[config.mk]
export PLATFORM = sky130hd
export DESIGN_NAME = multi_channel_error_accumulator
export DESIGN_NICKNAME = d
export VERILOG_FILES = /design/src/rtl/multi_channel_error_accumulator_pkg.sv /design/src/rtl/multi_channel_error_accumulator_channel.sv /design/src/rtl/multi_channel_error_accumulator.sv
export SDC_FILE = /design/constraint.sdc
export NUM_CORES = 1
export LEC_CHECK = 0
export ABC_AREA = 1
export BUFFER_PORTS_ARGS = -buffer_cell sky130_fd_sc_hd__buf_2
export CORE_ASPECT_RATIO = 0.9
export CORE_MARGIN = 3
export CORE_UTILIZATION = 67
export CTS_CLUSTER_DIAMETER = 150
export CTS_CLUSTER_SIZE = 12
export DETAILED_ROUTE_END_ITERATION = 6
export PLACE_DENSITY = 0.88
export SYNTH_ARGS = -nofsm -noshare
export SYNTH_HDL_FRONTEND = slang
export SYNTH_SLANG_ARGS = --single-unit
[constraint.sdc]
create_clock -name clk -period 8.25 [get_ports clk]
set_input_delay 0.4125 -clock clk [delete_from_list [all_inputs] [get_ports clk]]
set_output_delay 0.4125 -clock clk [all_outputs]
set_load 0.02 [all_outputs]
[src/rtl/multi_channel_error_accumulator_pkg.sv]
// rtl/multi_channel_error_accumulator_pkg.sv - shared modes and saturation limits
package multi_channel_error_accumulator_pkg;

  localparam logic MODE_DC  = 1'b0;
  localparam logic MODE_ABS = 1'b1;

  // Largest value representable in a w-bit two's complement word
  function automatic longint sat_max(input int w);
    return (64'sd1 <<< (w - 1)) - 64'sd1;
  endfunction

  // Smallest value representable in a w-bit two's complement word
  function automatic longint sat_min(input int w);
    return -(64'sd1 <<< (w - 1));
  endfunction

endpackage

[src/rtl/multi_channel_error_accumulator_channel.sv]
// rtl/multi_channel_error_accumulator_channel.sv - one channel: term select, saturating add, sticky ovf, mean
module error_acc_channel
  import multi_channel_error_accumulator_pkg::*;
#(
  parameter int DATA_WIDTH     = 18,
  parameter int ACC_DATA_WIDTH = 36,
  parameter int LEN_W          = 5
) (
  input  logic                             clk,
  input  logic                             reset_n,
  input  logic                             clear,
  input  logic                             ena,
  input  logic                             dump,
  input  logic                             mode_l,
  input  logic [LEN_W-1:0]                 len_l,
  input  logic signed [DATA_WIDTH-1:0]     error,
  output logic signed [ACC_DATA_WIDTH-1:0] acc_out,
  output logic signed [DATA_WIDTH-1:0]     mean_out,
  output logic                             ovf_out
);

  localparam int AW = ACC_DATA_WIDTH;
  localparam int DW = DATA_WIDTH;
  localparam logic signed [AW-1:0] ACC_MAX  = AW'(sat_max(AW));
  localparam logic signed [AW-1:0] ACC_MIN  = AW'(sat_min(AW));
  localparam logic signed [AW-1:0] DW_MAX_X = AW'(sat_max(DW));
  localparam logic signed [AW-1:0] DW_MIN_X = AW'(sat_min(DW));
  localparam logic signed [DW-1:0] DW_MAX   = DW'(sat_max(DW));
  localparam logic signed [DW-1:0] DW_MIN   = DW'(sat_min(DW));

  logic signed [AW-1:0] acc;
  logic                 ovf_sticky;
  logic signed [DW:0]   err_x;
  logic signed [DW:0]   err_abs;
  logic signed [AW-1:0] term;
  logic signed [AW:0]   sum_x;
  logic                 add_ovf;
  logic signed [AW-1:0] sat_sum;
  logic signed [AW-1:0] shifted;
  logic signed [DW-1:0] mean_sat;

  // Term select, one-guard-bit add with clamp, and floor mean clamped to the sample width
  always_comb begin
    err_x    = {error[DW-1], error};
    err_abs  = err_x[DW] ? -err_x : err_x;
    term     = (mode_l == MODE_ABS) ? AW'($unsigned(err_abs)) : AW'(error);
    sum_x    = {acc[AW-1], acc} + {term[AW-1], term};
    add_ovf  = sum_x[AW] ^ sum_x[AW-1];
    sat_sum  = add_ovf ? (sum_x[AW] ? ACC_MIN : ACC_MAX) : sum_x[AW-1:0];
    shifted  = sat_sum >>> len_l;
    mean_sat = shifted[DW-1:0];
    if (shifted > DW_MAX_X) mean_sat = DW_MAX;
    else if (shifted < DW_MIN_X) mean_sat = DW_MIN;
  end

  // Accumulator and sticky overflow; dump registers the completed window
  always_ff @(posedge clk or negedge reset_n) begin
    if (!reset_n) begin
      acc        <= '0;
      ovf_sticky <= 1'b0;
      acc_out    <= '0;
      mean_out   <= '0;
      ovf_out    <= 1'b0;
    end else if (clear) begin
      acc        <= ena ? term : '0;
      ovf_sticky <= 1'b0;
    end else if (dump) begin
      acc_out    <= sat_sum;
      mean_out   <= mean_sat;
      ovf_out    <= ovf_sticky | add_ovf;
      acc        <= '0;
      ovf_sticky <= 1'b0;
    end else if (ena) begin
      acc        <= sat_sum;
      ovf_sticky <= ovf_sticky | add_ovf;
    end
  end

endmodule

[src/rtl/multi_channel_error_accumulator.sv]
// rtl/multi_channel_error_accumulator.sv - windowed per-channel error accumulator with auto dump
module multi_channel_error_accumulator
  import multi_channel_error_accumulator_pkg::*;
#(
  parameter int NUM_CH         = 2,
  parameter int DATA_WIDTH     = 18,
  parameter int ACC_DATA_WIDTH = 36,
  parameter int MAX_LOG2_LEN   = 16,
  parameter int LEN_W          = 5
) (
  input  logic                               clk,
  input  logic                               reset_n,
  input  logic                               sym_clk_ena,
  input  logic                               clear_accumulator,
  input  logic                               mode,
  input  logic [LEN_W-1:0]                   log2_len,
  input  logic [NUM_CH*DATA_WIDTH-1:0]       error,
  output logic [NUM_CH*ACC_DATA_WIDTH-1:0]   acc_error_out,
  output logic [NUM_CH*DATA_WIDTH-1:0]       mean_out,
  output logic [NUM_CH-1:0]                  ovf_out,
  output logic                               out_valid,
  output logic [MAX_LOG2_LEN:0]              sym_count
);

  localparam int CNT_W = MAX_LOG2_LEN + 1;

  logic [LEN_W-1:0] len_l;
  logic             mode_l;
  logic             started;
  logic [LEN_W-1:0] len_in;
  logic [LEN_W-1:0] len_eff;
  logic             mode_eff;
  logic [CNT_W-1:0] last_cnt;
  logic             dump;

  // Until the first edge after reset the window parameters come straight from the inputs
  always_comb begin
    len_in   = (log2_len > LEN_W'(MAX_LOG2_LEN)) ? LEN_W'(MAX_LOG2_LEN) : log2_len;
    len_eff  = started ? len_l : len_in;
    mode_eff = started ? mode_l : mode;
    last_cnt = (CNT_W'(1) << len_eff) - CNT_W'(1);
    // >= so a window restarted by clear-with-sample into length 1 still closes on the next sample
    dump     = sym_clk_ena & ~clear_accumulator & (sym_count >= last_cnt);
  end

  // Shared symbol counter, window parameter latches and dump strobe
  always_ff @(posedge clk or negedge reset_n) begin
    if (!reset_n) begin
      sym_count <= '0;
      len_l     <= '0;
      mode_l    <= MODE_DC;
      started   <= 1'b0;
      out_valid <= 1'b0;
    end else begin
      out_valid <= dump;
      started   <= 1'b1;
      if (clear_accumulator || dump || !started) begin
        len_l  <= len_in;
        mode_l <= mode;
      end
      if (clear_accumulator) sym_count <= sym_clk_ena ? CNT_W'(1) : '0;
      else if (dump)         sym_count <= '0;
      else if (sym_clk_ena)  sym_count <= sym_count + CNT_W'(1);
    end
  end

  for (genvar c = 0; c < NUM_CH; c++) begin : g_ch
    error_acc_channel #(
      .DATA_WIDTH     (DATA_WIDTH),
      .ACC_DATA_WIDTH (ACC_DATA_WIDTH),
      .LEN_W          (LEN_W)
    ) u_ch (
      .clk      (clk),
      .reset_n  (reset_n),
      .clear    (clear_accumulator),
      .ena      (sym_clk_ena),
      .dump     (dump),
      .mode_l   (mode_eff),
      .len_l    (len_eff),
      .error    (error[c*DATA_WIDTH +: DATA_WIDTH]),
      .acc_out  (acc_error_out[c*ACC_DATA_WIDTH +: ACC_DATA_WIDTH]),
      .mean_out (mean_out[c*DATA_WIDTH +: DATA_WIDTH]),
      .ovf_out  (ovf_out[c])
    );
  end

endmodule

Word-level counts from Yosys, hierarchy flattened:

Cells that the tools add are included.
W data, S select, Z words.

* register bits after elaboration: 209
* output and inout bits: 128

* add/sub/neg operators: 6
* $lt $le $gt $ge: 6
* shifts and indexed selects: 3
* muxes and demuxes: 33
* bitwise logic cells: 7
* reduce and logical (&&, ||, !) cells: 5

Operators by type and width (number)
* $mux W36: 14
* $add A36 B36 Y37: 2
* $gt A36 B18 Y1 const B: 2
* $lt A36 B18 Y1 const B: 2
* $mux W18: 4
* $sshr A36 B5 Y36: 2
* $mux W17: 3
* $mux W19: 2
* $neg A18 Y19: 2
* $add A17 B1 Y17 const B: 1
* $ge A17 B17 Y1: 1
* $shl A1 B5 Y17 const A: 1
* $sub A17 B2 Y17 const B: 1
* $mux W5: 2
* $mux W1: 8
* $gt A5 B5 Y1 const B: 1
* $reduce_bool A3 Y1: 1
* $and A1 B1 Y1: 2
* $logic_or A1 B1 Y1: 2
* $or A1 B1 Y1: 2
* $reduce_and A2 Y1: 1
* $xor A1 B1 Y1: 2
* $logic_not A1 Y1: 1
* $not A1 Y1: 1

Depth between registers and ports, before layout:

* depth in word-level cells: 10
* mapped depth: 47
* gate-level depth less buffers: 46

Modules after synthesis:

Synthesis repeated with hierarchy kept, for this count alone.

* cell total of the unflattened synthesis: 3407
* area, all modules: 20986.4 um2

Modules (own cells, without submodules)
* error_acc_channel: instances 2, cells each 1546, area an instance 9376.5 um2, seq. area each 2302.2 um2
* multi_channel_error_accumulator: instances 1, cells each 315, area an instance 2233.4 um2, seq. area each 625.6 um2

Worst setup path before layout:

Ideal clock, no wire load.

* kind: in2reg
* start: in error[20]
* end: reg g_ch[1].u_ch.mean_out[8]
* library setup time: 0.077 ns
* data arrival time: 5.105 ns
* required time: 8.173 ns
* path slack: 3.068 ns
* stages: 37
* path buffers: 3
* cell sequence: nor3_1 -> inv_1 -> nor2_1 -> inv_1 -> nor3_1 -> nand2_1 -> nor3_1 -> inv_1 -> nor3_1 -> nand2_1 -> o41ai_1 -> ha_1 -> nand4_1 -> inv_1 -> a21oi_1 -> nand3_2 -> nand2_1 -> nand2_1 -> nand2_1 -> nand2_1 -> ha_1 -> buf_4 -> inv_4 -> clkbuf_1 -> clkbuf_1 -> nand2_1 -> nand2_1 -> inv_1 -> nand2_1 -> o21ai_0 -> o21ai_0 -> inv_1 -> o21ai_0 -> nand2_1 -> o211ai_1 -> nand2_1 -> a21oi_1

* word-level cells in the longest chain between the ends: 10

RTL lines
* start: declaration: RTL line multi_channel_error_accumulator.sv:17 `input logic [NUM_CH*DATA_WIDTH-1:0] error,`
* $neg A18 Y19: RTL line multi_channel_error_accumulator_channel.sv:45 `err_abs = err_x[DW] ? -err_x : err_x;`
* $mux W19: RTL line multi_channel_error_accumulator_channel.sv:45
* $mux W36 (*): RTL line multi_channel_error_accumulator_channel.sv:46 `term = (mode_l == MODE_ABS) ? AW'($unsigned(err_abs)) : AW'(error);`
* $add A36 B36 Y37 (*): RTL line multi_channel_error_accumulator_channel.sv:47 `sum_x = {acc[AW-1], acc} + {term[AW-1], term};`
* $mux W36 / $xor A1 B1 Y1 (equally long branches): RTL line multi_channel_error_accumulator_channel.sv:49, multi_channel_error_accumulator_channel.sv:48
* $mux W36 (*): RTL line multi_channel_error_accumulator_channel.sv:49 `sat_sum = add_ovf ? (sum_x[AW] ? ACC_MIN : ACC_MAX) : sum_x[AW-1:0];`
* $sshr A36 B5 Y36 (*): RTL line multi_channel_error_accumulator_channel.sv:50 `shifted = sat_sum >>> len_l;`
* $lt A36 B18 Y1: RTL line multi_channel_error_accumulator_channel.sv:53 `else if (shifted < DW_MIN_X) mean_sat = DW_MIN;`
* $mux W18: RTL line multi_channel_error_accumulator_channel.sv:53
* $mux W18 (*): RTL line multi_channel_error_accumulator_channel.sv:52 `if (shifted > DW_MAX_X) mean_sat = DW_MAX;`
* end signal: assignment: RTL line multi_channel_error_accumulator_channel.sv:69 `mean_out <= mean_sat;`
* end: declaration: RTL line multi_channel_error_accumulator_channel.sv:18 `output logic signed [DATA_WIDTH-1:0] mean_out,`

Every way passes the cells marked *; elsewhere a longest branch is shown, timed or not.
A chain may end at the register's enable or synchronous reset.

Final worst setup path:

* start: reg started
* end: reg g_ch[0].u_ch.mean_out[6]

* word-level cells in the longest chain between the ends: 9

RTL lines
* start: declaration: RTL line multi_channel_error_accumulator.sv:29 `logic started;`
* start signal: assignment: RTL line multi_channel_error_accumulator.sv:52 `started <= 1'b0;`
* start signal: assignment: RTL line multi_channel_error_accumulator.sv:56 `started <= 1'b1;`
* $mux W1: RTL line multi_channel_error_accumulator.sv:40 `mode_eff = started ? mode_l : mode;`
* $mux W36: RTL line multi_channel_error_accumulator_channel.sv:46
* $add A36 B36 Y37: RTL line multi_channel_error_accumulator_channel.sv:47
* $mux W36 / $xor A1 B1 Y1 (equally long branches): RTL line multi_channel_error_accumulator_channel.sv:49, multi_channel_error_accumulator_channel.sv:48
* $mux W36: RTL line multi_channel_error_accumulator_channel.sv:49
* $sshr A36 B5 Y36: RTL line multi_channel_error_accumulator_channel.sv:50
* $lt A36 B18 Y1: RTL line multi_channel_error_accumulator_channel.sv:53
* $mux W18: RTL line multi_channel_error_accumulator_channel.sv:53
* $mux W18: RTL line multi_channel_error_accumulator_channel.sv:52
* end signal: assignment: RTL line multi_channel_error_accumulator_channel.sv:69
* end: declaration: RTL line multi_channel_error_accumulator_channel.sv:18

Several ways; a longest one is shown, not always the timed one.

==> results by group <==
Clock network
  • Post-cts resize count: 0
  • Root Driver: clkbuf_16
  • Worst-path clk slew: 0.06 ns
  • TritonCTS buffer count: 21
  • Skew-Pair Late Insertion Delay: 0.54 ns
  • Sink Count: 209
  • Clock Path Buffers: 3
  • H-tree Lvls: 1
  • TritonCTS clock tree: yes

Synth
  • EDFF count, synth: 0
  • Area leader, netlist: dfrtp_1
  • Fraction of registers with async set/reset: 1.000
  • Synth top area share: 0.2618
  • #FFs+latches synth: 209
  • Cell Area, Synth: 19,980 um^2
  • Synth area leaders: dfrtp_1 (26%), nand2_1 (21%), nand3_1 (9.3%)
  • Netlist cell types: 60
  • Register area share after synthesis: 0.2618
  • Mapped Nets: 3,445
  • Syn avg cell area: 6.050 um^2
  • Post-Synthesis Cells: 3,302
  • Ys Warns: 0
  • Top FF cell, synth: dfrtp_1

Layout
  • Fin nets: 3,532
  • Final Util: 0.7384
  • Final cell count without fillers: 3,785
  • Share of layout cells above drive strength 1: 0.09796
  • Area Overhead vs Synth: 7.779%
  • Filler cells: 2,428
  • Ant. Diodes: 0
  • Leading cell types in the layout, fill and taps excluded: nand2_1 (1,099), nand3_1 (370), nor2_1 (331)
  • Most common cell after layout, fill and taps aside: nand2_1

Setup path
  • Slowest cell delay on critical path: 0.85 ns
  • Buf+Inv Stages, Crit Path: 8
  • Crit path arrival time: 8.08 ns
  • Startpoint types: flop
  • Slowest-stage cell, CP: ha_1
  • Critical path class: reg -> reg
  • Reg2Reg Depth: 41
  • Reg-to-Reg Start: started$_DFF_PN0_
  • CP top delay family: simple AND/OR/NAND/NOR gates
  • CP max FO: 23
  • Critical path capture point type: flop
  • Crit Reg-Reg Endpoint: g_ch[0].u_ch.mean_out[6]$_DFFE_PN0P_
  • R2R setup slack: 0.60 ns
  • Most frequent CP cell: nand2_1
  • Worst EP required: 8.68 ns
  • Stages on the worst setup path: 41

Place
  • Port-buffer cells: 173
  • Placed cell count: 3,761
  • Post-DP HPWL: 53.06 mm
  • DP Worst Slack: 0.8927 ns
  • Final Wtd Congestion: 1.062

Status
  • Outcome: finished with violations
  • Failing checks: DRC

Detailed routing
  • 1st-iter DRT viols: 3,443
  • Final WL: 70.59 mm
  • Pre-Repair DR Iteration Count: 7
  • Via-to-Cell Ratio: 6.246
  • DRT antenna net count: 0
  • # DRC: 2
  • Via count: 23,640
  • Routed len/inst: 18.65 um

STA
  • Peak Freq: 130.7 MHz
  • Fin. Hold Viols: 0
  • Clk_skew: 0.02907 ns
  • Slew HR: 0.3098
  • Hold slack: 0.1401 ns
  • RSZ-0062 raised after global routing: false
  • Tmin final: 7.649 ns
  • Final setup viols: 0
  • Tcrit/Tclk final: 0.9271
  • Slew @ Worst Pin: 1.034 ns
  • Fin. max-slew vios: 0
  • Fin worst setup slack: 0.6011 ns
  • Final TNS setup: 0 ns

Floorplan
  • Die Area: 31,930 um^2
  • Die Y: 169.8 um
  • Starting Density: 0.6851
  • Num rows: 59
  • IO Count: 174
  • Chip width: 188.0 um
  • Core area: 29,160 um^2

Min path
  • Hold Path Class: in -> reg
  • Worst Hold Path EP: mode_l$_DFFE_PN0P_
  • Hold Crit Depth: 3
  • Worst hold start: mode

Power
  • Leak Pwr: 11.80 nW
  • Pwr/cell area: 452.7 nW/um^2
  • Peak VDD IR: 0.2756 mV

Global route
  • First-pass GRT wire length: 112.0 mm
  • Initial antenna violation count: 0
  • Vias in the first global route: 22,210
  • Grt ovf: 0
  • Total track usage: 0.4312
  • Largest net degree at the start of global routing: 91

Run
  • Max-capacitance violation count: 0
-- report_power, final --
| part | switching (W) | internal [W] |
|---|---|---|
| Clock | 0.000417 | 0.000453 |
| Sequential | 0.000156 | 0.00123 |
| Combinational | 0.00539 | 0.00209 |
| Total | 0.00597 | 0.00378 |
-- flip-flops by register name, indices dropped and copies added (netlist names), 2 cells and up --
name,count
sym_count,17
g_ch.u_ch.mean_out,36
g_ch.u_ch.acc,72
len_l,5
g_ch.u_ch.ovf_sticky,2
g_ch.u_ch.acc_out,72
g_ch.u_ch.ovf_out,2
-- per-stage QoR --
stage / power (W) / cell area (um^2)
2_1_floorplan: 0.006597 / 19980
3_3_place_gp: 0.008431 / 20980
3_5_place_dp: 0.008554 / 20980
4_1_cts: 0.009464 / 21530
5_1_grt: 0.01049 / 21530
6_report: 0.009746 / 21530
-- timing repair --
action,in CTS,in global routing
hold buffers,1,0
hold endpoints to repair,72,0
setup buffers,0,0
-- routing by layer --
layer | vias up | part of all wire | global-route usage | routed length [um]
met5 | - | 0 | 0 | 0
met4 | 0 | 0.072 | 0.2547 | 5100
met3 | 366 | 0.10 | 0.05994 | 7157
met2 | 1602 | 0.45 | 0.7181 | 31760
met1 | 10750 | 0.38 | 0.5400 | 26560
li1 | 10920 | - | - | -
-- worst max-delay path by stage --
stage                       from                              endpoint  slack [ns]
6_report       started$_DFF_PN0_  g_ch[0].u_ch.mean_out[6]$_DFFE_PN0P_        0.60
3_3_place_gp   started$_DFF_PN0_  g_ch[0].u_ch.mean_out[3]$_DFFE_PN0P_        1.07
3_5_place_dp   started$_DFF_PN0_  g_ch[0].u_ch.mean_out[3]$_DFFE_PN0P_        0.89
4_1_cts        started$_DFF_PN0_  g_ch[0].u_ch.mean_out[6]$_DFFE_PN0P_        0.84
5_1_grt        started$_DFF_PN0_  g_ch[0].u_ch.mean_out[3]$_DFFE_PN0P_        0.01
2_1_floorplan          error[20]  g_ch[1].u_ch.mean_out[8]$_DFFE_PN0P_        3.07
-- area by class of cell --
cell class	instances	area [um^2]	share of cell area
multi-input cells	2610	12840	0.5964
flip-flops and latches	209	5230	0.2429
inverters	344	1295	0.06015
repair buffers	203	1127	0.05236
clock buffers	21	525.5	0.02441
well taps	396	495.5	0.02301
clock inverters	2	17.52	0.0008136
-- logic make-up after synthesis --
| logic type | synth area share |
|---|---|
| xor gates and xnor gates | 0.01885 |
| and+or+nand+nor | 0.4180 |
| buffers and inverters | 0.09821 |
| muxes | 0.003007 |
| AOI/OAI and AO/OA | 0.1385 |
| adders and majority gates | 0.06151 |
| DFF | 0.2618 |
| other | 0.0001877 |
-- cell usage after synthesis (all sizes together) (47+ instances only) --
cell	count
clkbuf	78
a31oi	65
a21oi	182
dfrtp	209
ha	95
inv	339
o21ai	199
nor3	47
nand2	1129
nand3	392
nor2	340
buf	60
-- worst register-to-register path, delay by kind of cell, from the launching register on --
| kind | cells | cell delay [ns] |
|---|---|---|
| and+or+nand+nor | 28 | 3.78 |
| buffers and inverters | 8 | 1.56 |
| adders and majority gates | 2 | 1.18 |
| DFF | 1 | 0.43 |
| AOI/OAI and AO/OA | 2 | 0.43 |
| xor gates and xnor gates | 1 | 0.16 |
(Power assumes the default switching activity.)
